===== src/rtl/polymul_pkg.sv =====
// Shared definitions for the ternary polynomial multiplier.
// Contents:
//   state_t          - job FSM states (IDLE, COMPUTE, DONE)
//   MODE_NEGACYCLIC  - reduction by x^N+1 (wrapped terms change sign)
//   MODE_CYCLIC      - reduction by x^N-1 (wrapped terms keep sign)
//   cnt_width()      - bit width of the coefficient counter for length n
package polymul_pkg;

    typedef enum logic [1:0] {
        IDLE    = 2'd0,
        COMPUTE = 2'd1,
        DONE    = 2'd2
    } state_t;

    localparam logic MODE_NEGACYCLIC = 1'b0;
    localparam logic MODE_CYCLIC     = 1'b1;

    // Counter must hold 0..n-1; n >= 2 keeps the result at least 1.
    function automatic int cnt_width(input int n);
        return (n < 2) ? 1 : $clog2(n);
    endfunction

endpackage


===== src/rtl/ternary_polymul_if.sv =====
// Job/result bus of the ternary polynomial multiplier.
// Handshake: a transfer happens on a rising clk edge where valid and ready
// are both high. A source holds valid and its payload stable until that
// edge; ready may be raised or lowered at any time and never depends on
// valid.
// Signals:
//   in_valid/in_ready  job handshake; payload in_mode, in_a, in_s_pos, in_s_neg
//   in_mode            0 = negacyclic (x^N+1), 1 = cyclic (x^N-1)
//   in_a               coefficient a_i at [i*Q +: Q]
//   in_s_pos/in_s_neg  bit j marks a +1 / -1 contribution to s_j
//   out_valid/out_ready result handshake; payload out_data (c_k at [k*Q +: Q])
// Modports: master = job source / result sink, slave = multiplier.
interface ternary_polymul_if #(
    parameter int N = 4,
    parameter int Q = 10
);
    logic           in_valid;
    logic           in_ready;
    logic           in_mode;
    logic [N*Q-1:0] in_a;
    logic [N-1:0]   in_s_pos;
    logic [N-1:0]   in_s_neg;
    logic           out_valid;
    logic           out_ready;
    logic [N*Q-1:0] out_data;

    modport master (
        output in_valid, in_mode, in_a, in_s_pos, in_s_neg, out_ready,
        input  in_ready, out_valid, out_data
    );

    modport slave (
        input  in_valid, in_mode, in_a, in_s_pos, in_s_neg, out_ready,
        output in_ready, out_valid, out_data
    );
endinterface


===== src/rtl/ternary_dot.sv =====
// Combinational dot product of a Q-bit operand vector with a ternary vector.
// Ports:
//   rot  in  N*Q  operands, element j at [j*Q +: Q]
//   pos  in  N    bit j adds element j
//   neg  in  N    bit j subtracts element j (both bits set cancel)
//   dot  out Q    sum modulo 2^Q
module ternary_dot #(
    parameter int N = 4,
    parameter int Q = 10
) (
    input  logic [N*Q-1:0]       rot,
    input  logic [N-1:0]         pos,
    input  logic [N-1:0]         neg,
    output logic signed [Q-1:0]  dot
);

    always_comb begin
        dot = '0;
        for (int j = 0; j < N; j++) begin
            if (pos[j]) dot = dot + $signed(rot[j*Q +: Q]);
            if (neg[j]) dot = dot - $signed(rot[j*Q +: Q]);
        end
    end

endmodule


===== src/rtl/ternary_polymul.sv =====
// Sequential multiplier of a dense polynomial a by a ternary polynomial s in
// Z_(2^Q)[x]/(x^N +/- 1), one output coefficient per COMPUTE cycle.
// Ports:
//   clk        clock
//   rst        synchronous, active-low reset
//   bus        ternary_polymul_if slave (job in, result out)
//   dbg_state  current FSM state
// The rotation register holds, for output index k, rot[j] = +/- a_(k-j mod N)
// with the wrap sign already applied, so every coefficient is a plain
// ternary dot product of rot with the secret masks.
module ternary_polymul
    import polymul_pkg::*;
#(
    parameter int N = 4,
    parameter int Q = 10
) (
    input  logic               clk,
    input  logic               rst,
    ternary_polymul_if.slave   bus,
    output state_t             dbg_state
);

    localparam int CW = cnt_width(N);

    state_t          state_q, state_d;
    logic [CW-1:0]   cnt_q, cnt_d;
    logic            mode_q, mode_d;
    logic [N-1:0]    pos_q, pos_d;
    logic [N-1:0]    neg_q, neg_d;
    logic [N*Q-1:0]  rot_q, rot_d;
    logic [N*Q-1:0]  out_q, out_d;
    logic signed [Q-1:0] dot;
    logic            accept;
    logic            out_fire;

    // Multiplication by sigma: negate for negacyclic, pass for cyclic.
    function automatic logic [Q-1:0] apply_sigma(input logic mode, input logic [Q-1:0] v);
        if (mode == MODE_NEGACYCLIC) return '0 - v;
        return v;
    endfunction

    ternary_dot #(.N(N), .Q(Q)) u_dot (
        .rot (rot_q),
        .pos (pos_q),
        .neg (neg_q),
        .dot (dot)
    );

    // in_ready is forced low while reset is held so no job slips in.
    assign bus.in_ready  = rst && (state_q == IDLE);
    assign bus.out_valid = (state_q == DONE);
    assign bus.out_data  = out_q;
    assign dbg_state     = state_q;
    assign accept        = bus.in_valid && bus.in_ready;
    assign out_fire      = bus.out_valid && bus.out_ready;

    always_comb begin
        state_d = state_q;
        cnt_d   = cnt_q;
        mode_d  = mode_q;
        pos_d   = pos_q;
        neg_d   = neg_q;
        rot_d   = rot_q;
        out_d   = out_q;
        case (state_q)
            IDLE: begin
                if (accept) begin
                    state_d = COMPUTE;
                    cnt_d   = '0;
                    mode_d  = bus.in_mode;
                    pos_d   = bus.in_s_pos;
                    neg_d   = bus.in_s_neg;
                    rot_d[0 +: Q] = bus.in_a[0 +: Q];
                    for (int j = 1; j < N; j++) begin
                        rot_d[j*Q +: Q] = apply_sigma(bus.in_mode, bus.in_a[(N-j)*Q +: Q]);
                    end
                end
            end
            COMPUTE: begin
                out_d[int'(cnt_q)*Q +: Q] = dot;
                // Shift toward higher j; the element leaving the top wraps
                // past x^N and picks up sigma.
                for (int j = 1; j < N; j++) begin
                    rot_d[j*Q +: Q] = rot_q[(j-1)*Q +: Q];
                end
                rot_d[0 +: Q] = apply_sigma(mode_q, rot_q[(N-1)*Q +: Q]);
                if (cnt_q == CW'(N-1)) begin
                    state_d = DONE;
                    cnt_d   = '0;
                end else begin
                    cnt_d = cnt_q + CW'(1);
                end
            end
            DONE: begin
                if (out_fire) state_d = IDLE;
            end
            default: state_d = IDLE;
        endcase
    end

    always_ff @(posedge clk) begin
        if (!rst) begin
            state_q <= IDLE;
            cnt_q   <= '0;
            mode_q  <= MODE_NEGACYCLIC;
            pos_q   <= '0;
            neg_q   <= '0;
            rot_q   <= '0;
            out_q   <= '0;
        end else begin
            state_q <= state_d;
            cnt_q   <= cnt_d;
            mode_q  <= mode_d;
            pos_q   <= pos_d;
            neg_q   <= neg_d;
            rot_q   <= rot_d;
            out_q   <= out_d;
        end
    end

endmodule


===== src/flat_wrapper.sv =====
// flat-port wrapper written by rule: the top's interface ports become plain ports
module ternary_polymul_flat import polymul_pkg::*;
#(
    parameter int N = 4,
    parameter int Q = 10
)
  (clk, rst, dbg_state, bus_in_valid, bus_in_mode, bus_in_a, bus_in_s_pos, bus_in_s_neg, bus_out_ready, bus_in_ready, bus_out_valid, bus_out_data);
  ternary_polymul_if #(.N(N), .Q(Q)) bus_i ();
  input  logic clk;
  input  logic rst;
  output state_t dbg_state;
  input wire logic [$bits(bus_i.in_valid)-1:0] bus_in_valid;
  input wire logic [$bits(bus_i.in_mode)-1:0] bus_in_mode;
  input wire logic [$bits(bus_i.in_a)-1:0] bus_in_a;
  input wire logic [$bits(bus_i.in_s_pos)-1:0] bus_in_s_pos;
  input wire logic [$bits(bus_i.in_s_neg)-1:0] bus_in_s_neg;
  input wire logic [$bits(bus_i.out_ready)-1:0] bus_out_ready;
  output wire logic [$bits(bus_i.in_ready)-1:0] bus_in_ready;
  output wire logic [$bits(bus_i.out_valid)-1:0] bus_out_valid;
  output wire logic [$bits(bus_i.out_data)-1:0] bus_out_data;
  assign bus_i.in_valid = bus_in_valid;
  assign bus_i.in_mode = bus_in_mode;
  assign bus_i.in_a = bus_in_a;
  assign bus_i.in_s_pos = bus_in_s_pos;
  assign bus_i.in_s_neg = bus_in_s_neg;
  assign bus_i.out_ready = bus_out_ready;
  assign bus_in_ready = bus_i.in_ready;
  assign bus_out_valid = bus_i.out_valid;
  assign bus_out_data = bus_i.out_data;
  ternary_polymul #(.N(N), .Q(Q)) u_core (.clk(clk), .rst(rst), .bus(bus_i), .dbg_state(dbg_state));
endmodule

===== config.mk =====
export PLATFORM = sky130hd
export DESIGN_NAME = ternary_polymul_flat
export DESIGN_NICKNAME = d
export VERILOG_FILES = /design/src/rtl/polymul_pkg.sv /design/src/rtl/ternary_polymul_if.sv /design/src/rtl/ternary_dot.sv /design/src/rtl/ternary_polymul.sv /design/src/flat_wrapper.sv
export SDC_FILE = /design/constraint.sdc
export NUM_CORES = 1
export LEC_CHECK = 0
export CAP_MARGIN = 20
export CORE_MARGIN = 2
export CORE_UTILIZATION = 60
export DETAILED_ROUTE_END_ITERATION = 8
export DONT_BUFFER_PORTS = 1
export PLACE_DENSITY = 0.76
export SLEW_MARGIN = 20
export SYNTH_ARGS = -nofsm -noshare
export SYNTH_HDL_FRONTEND = slang
export SYNTH_SLANG_ARGS = --single-unit

===== constraint.sdc =====
create_clock -name clk -period 22.8 [get_ports clk]
set_input_delay 5.7 -clock clk [delete_from_list [all_inputs] [get_ports clk]]
set_output_delay 5.7 -clock clk [all_outputs]
set_load 0.1 [all_outputs]

==> results of run 1 <==
kinds of logic (layout without fill, tap and decap cells):
group           Yosys count  count (layout)  share of synthesized area
fa+ha+maj                71              71                     0.1110
xor+xnor                 61              61                    0.06519
compound gates          352             352                     0.2945
simple gates            378             378                     0.2106
buf+inv                 120              89                    0.06727
flops                    93              93                     0.2215
mux                      22              22                    0.02991
how the worst max path moves through the flow:
stage | from | depth (start not counted) | to | slack, ns
after floorplan | rst | 2 | bus_in_ready | 10.04
after global placement | rst | 2 | bus_in_ready | 10.49
after detailed placement | rst | 2 | bus_in_ready | 10.49
after CTS | rst | 2 | bus_in_ready | 10.49
after global routing | rst | 2 | bus_in_ready | 10.47
final | rst | 2 | bus_in_ready | 10.50
flip-flops by register name (all words and copies together), names as in the netlist:
| name | count |
|---|---|
| u_core.dbg_state | 2 |
| u_core.cnt_q | 2 |
| u_core.mode_q | 1 |
| u_core.pos_q | 4 |
| u_core.rot_q | 40 |
| u_core.neg_q | 4 |
| u_core.bus.out_data | 40 |
worst register-to-register path: cells and delay by family (launching register included):
family	cells	cell delay, ns
xor+xnor	5	1.21
simple gates	8	1.89
buf+inv	1	0.07
flops	1	0.61
fa+ha+maj	7	2.37
compound gates	18	3.31
power groups by stage:
| stage | Combinational, mW | Clock (mW) | Sequential, mW |
|---|---|---|---|
| 6_report | 0.272 | 0.187 | 0.201 |
| 5_1_grt | 0.300 | 0.193 | 0.202 |
| 4_1_cts | 0.267 | 0.187 | 0.200 |
| 3_5_place_dp | 0.264 | 0 | 0.204 |
| 3_3_place_gp | 0.259 | 0 | 0.204 |
| 2_1_floorplan | 0.221 | 0 | 0.193 |
metrics by stage:
step | cells | setup WS (ns) | power (mW) | util
5_1_grt | 1246 | 10.47 | 0.6947 | 0.6347
3_3_place_gp | 1230 | 10.49 | 0.4629 | 0.6080
3_5_place_dp | 1230 | 10.49 | 0.4674 | 0.6080
4_1_cts | 1246 | 10.49 | 0.6536 | 0.6347
2_1_floorplan | 1097 | 10.04 | 0.4134 | -
6_report | 1246 | 10.50 | 0.6601 | 0.6347
metal layers:
layer  vias to the layer above  part of all wire
met4                         0             0.024
met3                        53             0.097
met2                       386              0.44
met1                      3900              0.44
met5                         -                 0
li1                       3947                 -
placed cells by master, fill, tap and decap left out, types with 10 or more instances in the layout:
cell	Yosys	final
dfxtp_1	93	93
nand3b_1	11	11
ha_1	65	65
o21ai_1	18	18
o21ai_0	41	41
o211ai_1	10	10
nand3_1	18	18
a31oi_1	18	18
a21oi_1	67	67
o31ai_1	14	14
inv_1	65	65
nor2_1	136	134
a211oi_1	12	12
xnor2_1	43	43
a221oi_1	23	23
a21o_1	16	16
a22oi_1	31	31
o21a_1	19	19
nor2b_1	15	13
nand2_1	107	107
mux2i_1	15	15
nor3_1	29	29
xor2_1	17	17
cell usage after synthesis (6+ instances only):
master,instances,share of area
xnor2_1,43,0.045
dfxtp_1,93,0.22
fa_1,6,0.014
a2bb2oi_1,6,0.0063
nand2b_1,7,0.0052
nand4_1,6,0.0045
inv_1,65,0.029
a21oi_1,67,0.040
ha_1,65,0.097
a31oi_1,18,0.013
a22oi_1,31,0.028
o31ai_1,14,0.013
o211ai_1,10,0.0089
nor2_1,136,0.061
a221oi_1,23,0.024
xor2_1,17,0.018
o21bai_1,7,0.0063
o21ai_0,41,0.024
or4_1,6,0.0054
o21a_1,19,0.017
a221o_1,6,0.0071
a211oi_1,12,0.011
or3_1,6,0.0045
clkbuf_1,31,0.014
nand3b_1,11,0.0098
o31a_1,6,0.0063
nor3_1,29,0.017
nor2b_1,15,0.011
nand3_1,18,0.011
mux2i_1,15,0.018
o21ai_1,18,0.011
and2_1,9,0.0067
clkbuf_8,8,0.013
nand2_1,107,0.048
a21o_1,16,0.014
area by class of cell:
cell class	count	share of cell area
clock buffers	9	0.02576
flip-flops and latches	93	0.2130
multi-input cells	884	0.6857
clock inverters	7	0.01632
well taps	180	0.02576
repair buffers	5	0.004294
inverters	68	0.02920
==> out/metrics.csv, run 1 <==
stage,metric,value,unit
floorplan,die width,122.4,µm
critical_path,reg2reg start,u_core.pos_q[0],
critical_path,CP required,17.10,ns
critical_path,Critical Path Slowest Stage Cell,nor2_2,
critical_path,RR Endpoint,u_core.bus.out_data[11],
global_route,global-route wire length before repair,38630,µm
critical_path,Reg2Reg Setup Slack,13.25,ns
pwr,sw frac,0.3923,
pwr,PD cells,75.50,mW/mm²
global_route,antenna violations before repair,0,
floorplan,chip height,122.4,µm
worst_hold_path,worst min-delay path endpoint,u_core.rot_q[30],
floorplan,Initial Utilization,0.6104,
cts,"Reg clk slew, reported paths",0.07,ns
critical_path,Worst Path Buf+Inv,0,
timing,Worst Skew,0.01285,ns
pwr,power share of the sequential group,0.304,
yosys,Mapped Nets,1221,
timing,final hold vios,0,
worst_hold_path,Hold Path Class,reg -> reg,
cts,total CTS buffers,9,
final_layout,share of cells above drive strength 1,0.05159,
global_route,met1 Use GR,0.4767,
timing,minimum clock period,12.30,ns
critical_path,length in cells of the worst reg-to-reg path,39,
global_route,M2 GR Usage,0.4917,
cts,# Post-CTS Setup Buffers,0,
global_route,global-route usage over all layers,0.3261,
pwr,Max VDD drop,0.06883,mV
floorplan,area of the core,0.01377,mm²
run,Max Cap Viol,0,
global_route,number of global-route vias before repair,7475,
global_route,GRT Residual Overflow,0,
routing,post-route ant nets,0,
cts,CTS Buffer Depth,2,
final_layout,n_diodes,0,
routing,First-pass DRT Iterations,7,
timing,RSZ-0062 raised after global routing,false,
critical_path,Crit Path Max Fanout,15,
final_layout,Fill cells,1279,
yosys,Async SR Flop Fraction,0,
yosys,Synth cell types,86,
critical_path,Crit Path Class,in -> out,
place,Placed Area,0.008374,mm²
yosys,synthesized area,0.008407,mm²
cts,H-tree levels,3,
final_layout,area of the multi-input gates,0.005995,mm²
final_layout,register area,0.001862,mm²
routing,residual DRC count,0,
timing,hold_ws,0.5573,ns
global_route,largest net degree at the start of global routing,43,
floorplan,Die ar.,0.01497,mm²
critical_path,Top Family by Delay on Critical Path,simple AND/OR/NAND/NOR gates,
worst_hold_path,Worst Min Path Start,u_core.rot_q[30],
timing,Relative slew margins,0.2398,
yosys,Post-synth EDFFs,0,
timing,TNS Setup,0,ns
routing,initial drt markers,1159,
routing,DR WL/cell,19.64,µm
timing,Tcrit/Tclk final,0.5397,
floorplan,row count,43,
run_status,status,"finished, final reports clean",
final_layout,cell area after layout,0.008742,mm²
place,half-perimeter wire length after detailed placement,18350,µm
yosys,mean post-synth cell area,7.663,µm²
routing,vias per cell,6.650,
place,GPL Wtd Cong,0.9563,
timing,max frequency,81.27,MHz
cts,CTS Root Buffer Type,clkbuf_16,
yosys,Ys Warns,0,
cts,PostCTS Resize Cnt,0,
pwr,power share of the clock group,0.283,
final_layout,fin nets,1185,
yosys,post-synthesis sequential area ratio,0.2215,
critical_path,CP endpoint kind,output port,
cts,CTS Hold Bufs,0,
yosys,#FFs+latches synth,93,
pwr,leakage power,3.500,nW
routing,Routed WL,24470,µm
global_route,grt peak-use layer,met2,
timing,final slew viol count,0,
global_route,GR Util met3,0.05158,
worst_hold_path,WHS Path Cells,2,
routing,vias post-DR,8286,
critical_path,CP cell instances,nand2b_1 -> nor2_2,
pwr,net switching power figure,0.2589,mW
cts,CTS tree,yes,
yosys,post-synthesis instance total,1097,
timing,Worst-Margin Slew,1.139,ns
yosys,ys flop type,dfxtp_1,
final_layout,area growth from synthesis to layout,3.989,%
floorplan,# IOs,97,
critical_path,CP max stage delay,0.84,ns
timing,final setup vio count,0,
cts,total clock sinks,93,
pwr,internal power,0.4011,mW
pwr,Comb power frac,0.412,
critical_path,CP arrival,6.60,ns
cts,clk_lat worst skew,0.35,ns
critical_path,Startpoint Class,input port,
place,PortBufs,0,
Note: power is estimated with default switching activity, not from simulation.
==> run 2, diff against run 1 <==
--- a/config.mk
+++ b/config.mk
@@ -7,10 +7,10 @@
 export LEC_CHECK = 0
 export CAP_MARGIN = 20
 export CORE_MARGIN = 2
-export CORE_UTILIZATION = 60
+export CORE_UTILIZATION = 59
 export DETAILED_ROUTE_END_ITERATION = 8
 export DONT_BUFFER_PORTS = 1
-export PLACE_DENSITY = 0.76
+export PLACE_DENSITY = 0.78
 export SLEW_MARGIN = 20
 export SYNTH_ARGS = -nofsm -noshare
 export SYNTH_HDL_FRONTEND = slang
==> constraint.sdc (replaced) <==
create_clock -name clk -period 10.8 [get_ports clk]
set_input_delay 2.7 -clock clk [delete_from_list [all_inputs] [get_ports clk]]
set_output_delay 2.7 -clock clk [all_outputs]
set_load 0.1 [all_outputs]
==> run 2 against run 1 <==
  * Power rose by 99%
  * Critical path depth rose by 37
  * Register-to-register slack got worse by 12 ns
  * Non-clock buffer count did not move
  * Hold slack improved by 0.0084 ns
  * Clock-buffer cell count did not move
  * Flip-flop and latch count did not move
  * Clock power rose by 68%
  * Largest power group unchanged
  * First-iteration DRC count fell by 18%
  * Die area rose by 1.6%
  * Sequential share of layout area rose by 0.19 points
  * Via count fell by 1.0%
==> out/metrics.csv, run 2 (synthesis gave the netlist of run 1 again) <==
stage,metric,value,unit,change
critical_path,cell with the most instances on the worst path,ha_1,,
cts,clk_lat worst skew,0.36,ns,was 0.35 ns
timing,worst setup margin,1.510,ns,was 10.50 ns
floorplan,chip height,123.4,µm,was 122.4 µm
worst_hold_path,worst min-delay path endpoint,u_core.rot_q[30],,unchanged
final_layout,most frequent cells in the layout,"134 x nor2_1, 107 x nand2_1, 93 x dfxtp_1",,unchanged
pwr,total power draw,1.313,mW,was 0.6601 mW
cts,CTS tree,yes,,unchanged
routing,vias per cell,6.583,,was 6.650
cts,CTS Hold Bufs,0,,unchanged
routing,residual DRC count,0,,unchanged
timing,minimum clock period,9.290,ns,
worst_hold_path,Hold Path Class,reg -> reg,,unchanged
critical_path,Top Family by Delay on Critical Path,compound AO/OA/AOI/OAI gates,,was simple AND/OR/NAND/NOR gates
global_route,global-route usage over all layers,0.3258,,was 0.3261
pwr,PD cells,151.5,mW/mm²,was 75.50 mW/mm²
timing,Worst-Margin Slew,1.121,ns,was 1.139 ns
critical_path,Crit Path Max Fanout,16,,was 15
floorplan,# IOs,97,,unchanged
final_layout,area growth from synthesis to layout,3.066,%,was 3.989%
global_route,global-route wire length before repair,38870,µm,was 38630 µm
cts,# Post-CTS Setup Buffers,0,,unchanged
floorplan,row count,43,,unchanged
critical_path,reg2reg start,u_core.pos_q[0],,unchanged
critical_path,Crit Path Class,reg -> reg,,was in -> out
final_layout,Fill cells,1277,,was 1279
critical_path,Startpoint Class,flop,,was input port
timing,final hold vios,0,,unchanged
routing,Routed WL,24470,µm,about the same
place,Place WS,1.655,ns,was 10.49 ns
run_status,status,"finished, final reports clean",,unchanged
critical_path,length in cells of the worst reg-to-reg path,39,,unchanged
place,GPL Wtd Cong,1.009,,was 0.9563
worst_hold_path,WHS Path Cells,2,,unchanged
place,PortBufs,0,,unchanged
cts,total CTS buffers,9,,unchanged
timing,RSZ-0062 raised after global routing,false,,unchanged
global_route,GRT Residual Overflow,0,,unchanged
cts,PostCTS Resize Cnt,0,,unchanged
floorplan,die width,123.4,µm,was 122.4 µm
timing,max frequency,107.6,MHz,
critical_path,CP arrival,9.54,ns,was 6.60 ns
floorplan,area of the core,0.01388,mm²,was 0.01377 mm²
timing,Tcrit/Tclk final,0.8602,,
critical_path,Worst Path Buf+Inv,1,,was 0
final_layout,Final Core Density,0.6242,,was 0.6347
critical_path,CP endpoint kind,flop,,was output port
routing,post-route ant nets,0,,unchanged
global_route,number of global-route vias before repair,7542,,was 7475
final_layout,n_diodes,0,,unchanged
worst_hold_path,Worst Min Path Start,u_core.rot_q[30],,unchanged
pwr,leakage power,3.460,nW,was 3.500 nW
timing,final setup vio count,0,,unchanged
pwr,Max VDD drop,0.1008,mV,was 0.06883 mV
place,Placed Area,0.008374,mm²,unchanged
run,Max Cap Viol,0,,unchanged
place,half-perimeter wire length after detailed placement,18700,µm,was 18350 µm
floorplan,Die ar.,0.01522,mm²,was 0.01497 mm²
floorplan,Initial Utilization,0.6056,,was 0.6104
critical_path,Reg2Reg Setup Slack,1.51,ns,was 13.25 ns
critical_path,RR Endpoint,u_core.bus.out_data[11],,unchanged
final_layout,share of cells above drive strength 1,0.05159,,unchanged
cts,H-tree levels,3,,unchanged
cts,CTS Root Buffer Type,clkbuf_16,,unchanged
timing,final slew viol count,0,,unchanged
critical_path,CP max stage delay,0.58,ns,was 0.84 ns
routing,initial drt markers,947,,was 1159
critical_path,Critical Path Slowest Stage Cell,dfxtp_1,,was nor2_2
routing,vias post-DR,8202,,was 8286
final_layout,fin nets,1185,,unchanged
final_layout,"commonest non-fill, non-tap cell in the layout",nor2_1,,unchanged
timing,Relative slew margins,0.2516,,was 0.2398
critical_path,CP required,11.05,ns,was 17.10 ns
routing,DR WL/cell,19.64,µm,about the same
cts,total clock sinks,93,,unchanged
global_route,largest net degree at the start of global routing,64,,was 43
routing,First-pass DRT Iterations,6,,was 7
final_layout,cell area after layout,0.008665,mm²,was 0.008742 mm²
timing,Worst Skew,0.008399,ns,was 0.01285 ns
timing,TNS Setup,0,ns,unchanged
cts,CTS Buffer Depth,2,,unchanged
global_route,antenna violations before repair,0,,unchanged
cts,"Reg clk slew, reported paths",0.07,ns,about the same
==> run 2: cell count changes in the layout (fill, tap and decap cells not counted) <==
cell	previous run	this run
inv_8	0	2
clkinv_4	0	2
clkinv_2	1	0
clkinvlp_4	0	1
bufinv_16	4	0
==> run 2: how the worst max path moves through the flow <==
stage	from	end	slack [ns]	depth (start not counted)
floorplan	u_core.pos_q[0]	u_core.bus.out_data[11]	2.39	41
global placement	u_core.pos_q[0]	u_core.bus.out_data[11]	1.90	39
detailed placement	u_core.pos_q[0]	u_core.bus.out_data[11]	1.66	41
CTS	u_core.pos_q[0]	u_core.bus.out_data[11]	1.63	39
global route	u_core.pos_q[0]	u_core.bus.out_data[11]	0.71	40
finish	u_core.pos_q[0]	u_core.bus.out_data[11]	1.51	39
==> run 2: worst min-delay path, cell delays in order, from the launching register on <==
cell     delay (ns)
dfxtp_1        0.38
nand2_1        0.09
a21oi_1        0.06
==> run 2: cell type report <==
type / count / area, µm² / share of cell area
clock buffers: 9 / 225.2 / 0.02599
clock inverters: 7 / 65.06 / 0.007509
inverters: 68 / 255.2 / 0.02946
multi-input cells: 884 / 5995 / 0.6918
flip-flops and latches: 93 / 1862 / 0.2149
well taps: 180 / 225.2 / 0.02599
repair buffers: 5 / 37.54 / 0.004332
==> run 2: routing by layer <==
| metal | part of all wire | track usage | wire [µm] | up-vias |
|---|---|---|---|---|
| li1 | - | - | - | 3944 |
| met1 | 0.43 | 0.4609 | 10630 | 3803 |
| met2 | 0.42 | 0.4804 | 10380 | 402 |
| met3 | 0.11 | 0.08533 | 2788 | 53 |
| met4 | 0.027 | 0.1051 | 670 | 0 |
| met5 | 0 | 0 | 0 | - |
==> run 2: power by group <==
part | total (mW) | switching, mW | internal (mW)
Combinational | 0.573 | 0.337 | 0.236
Clock | 0.315 | 0.153 | 0.162
Sequential | 0.425 | 0.0653 | 0.359
Total | 1.31 | 0.555 | 0.757
==> run 2: metrics by stage <==
step	std cells	hold WS, ns
floorplan	1097	0.4707
global placement	1230	0.5323
detailed placement	1230	0.5345
CTS	1246	0.5473
global route	1246	0.5829
finish	1246	0.5658
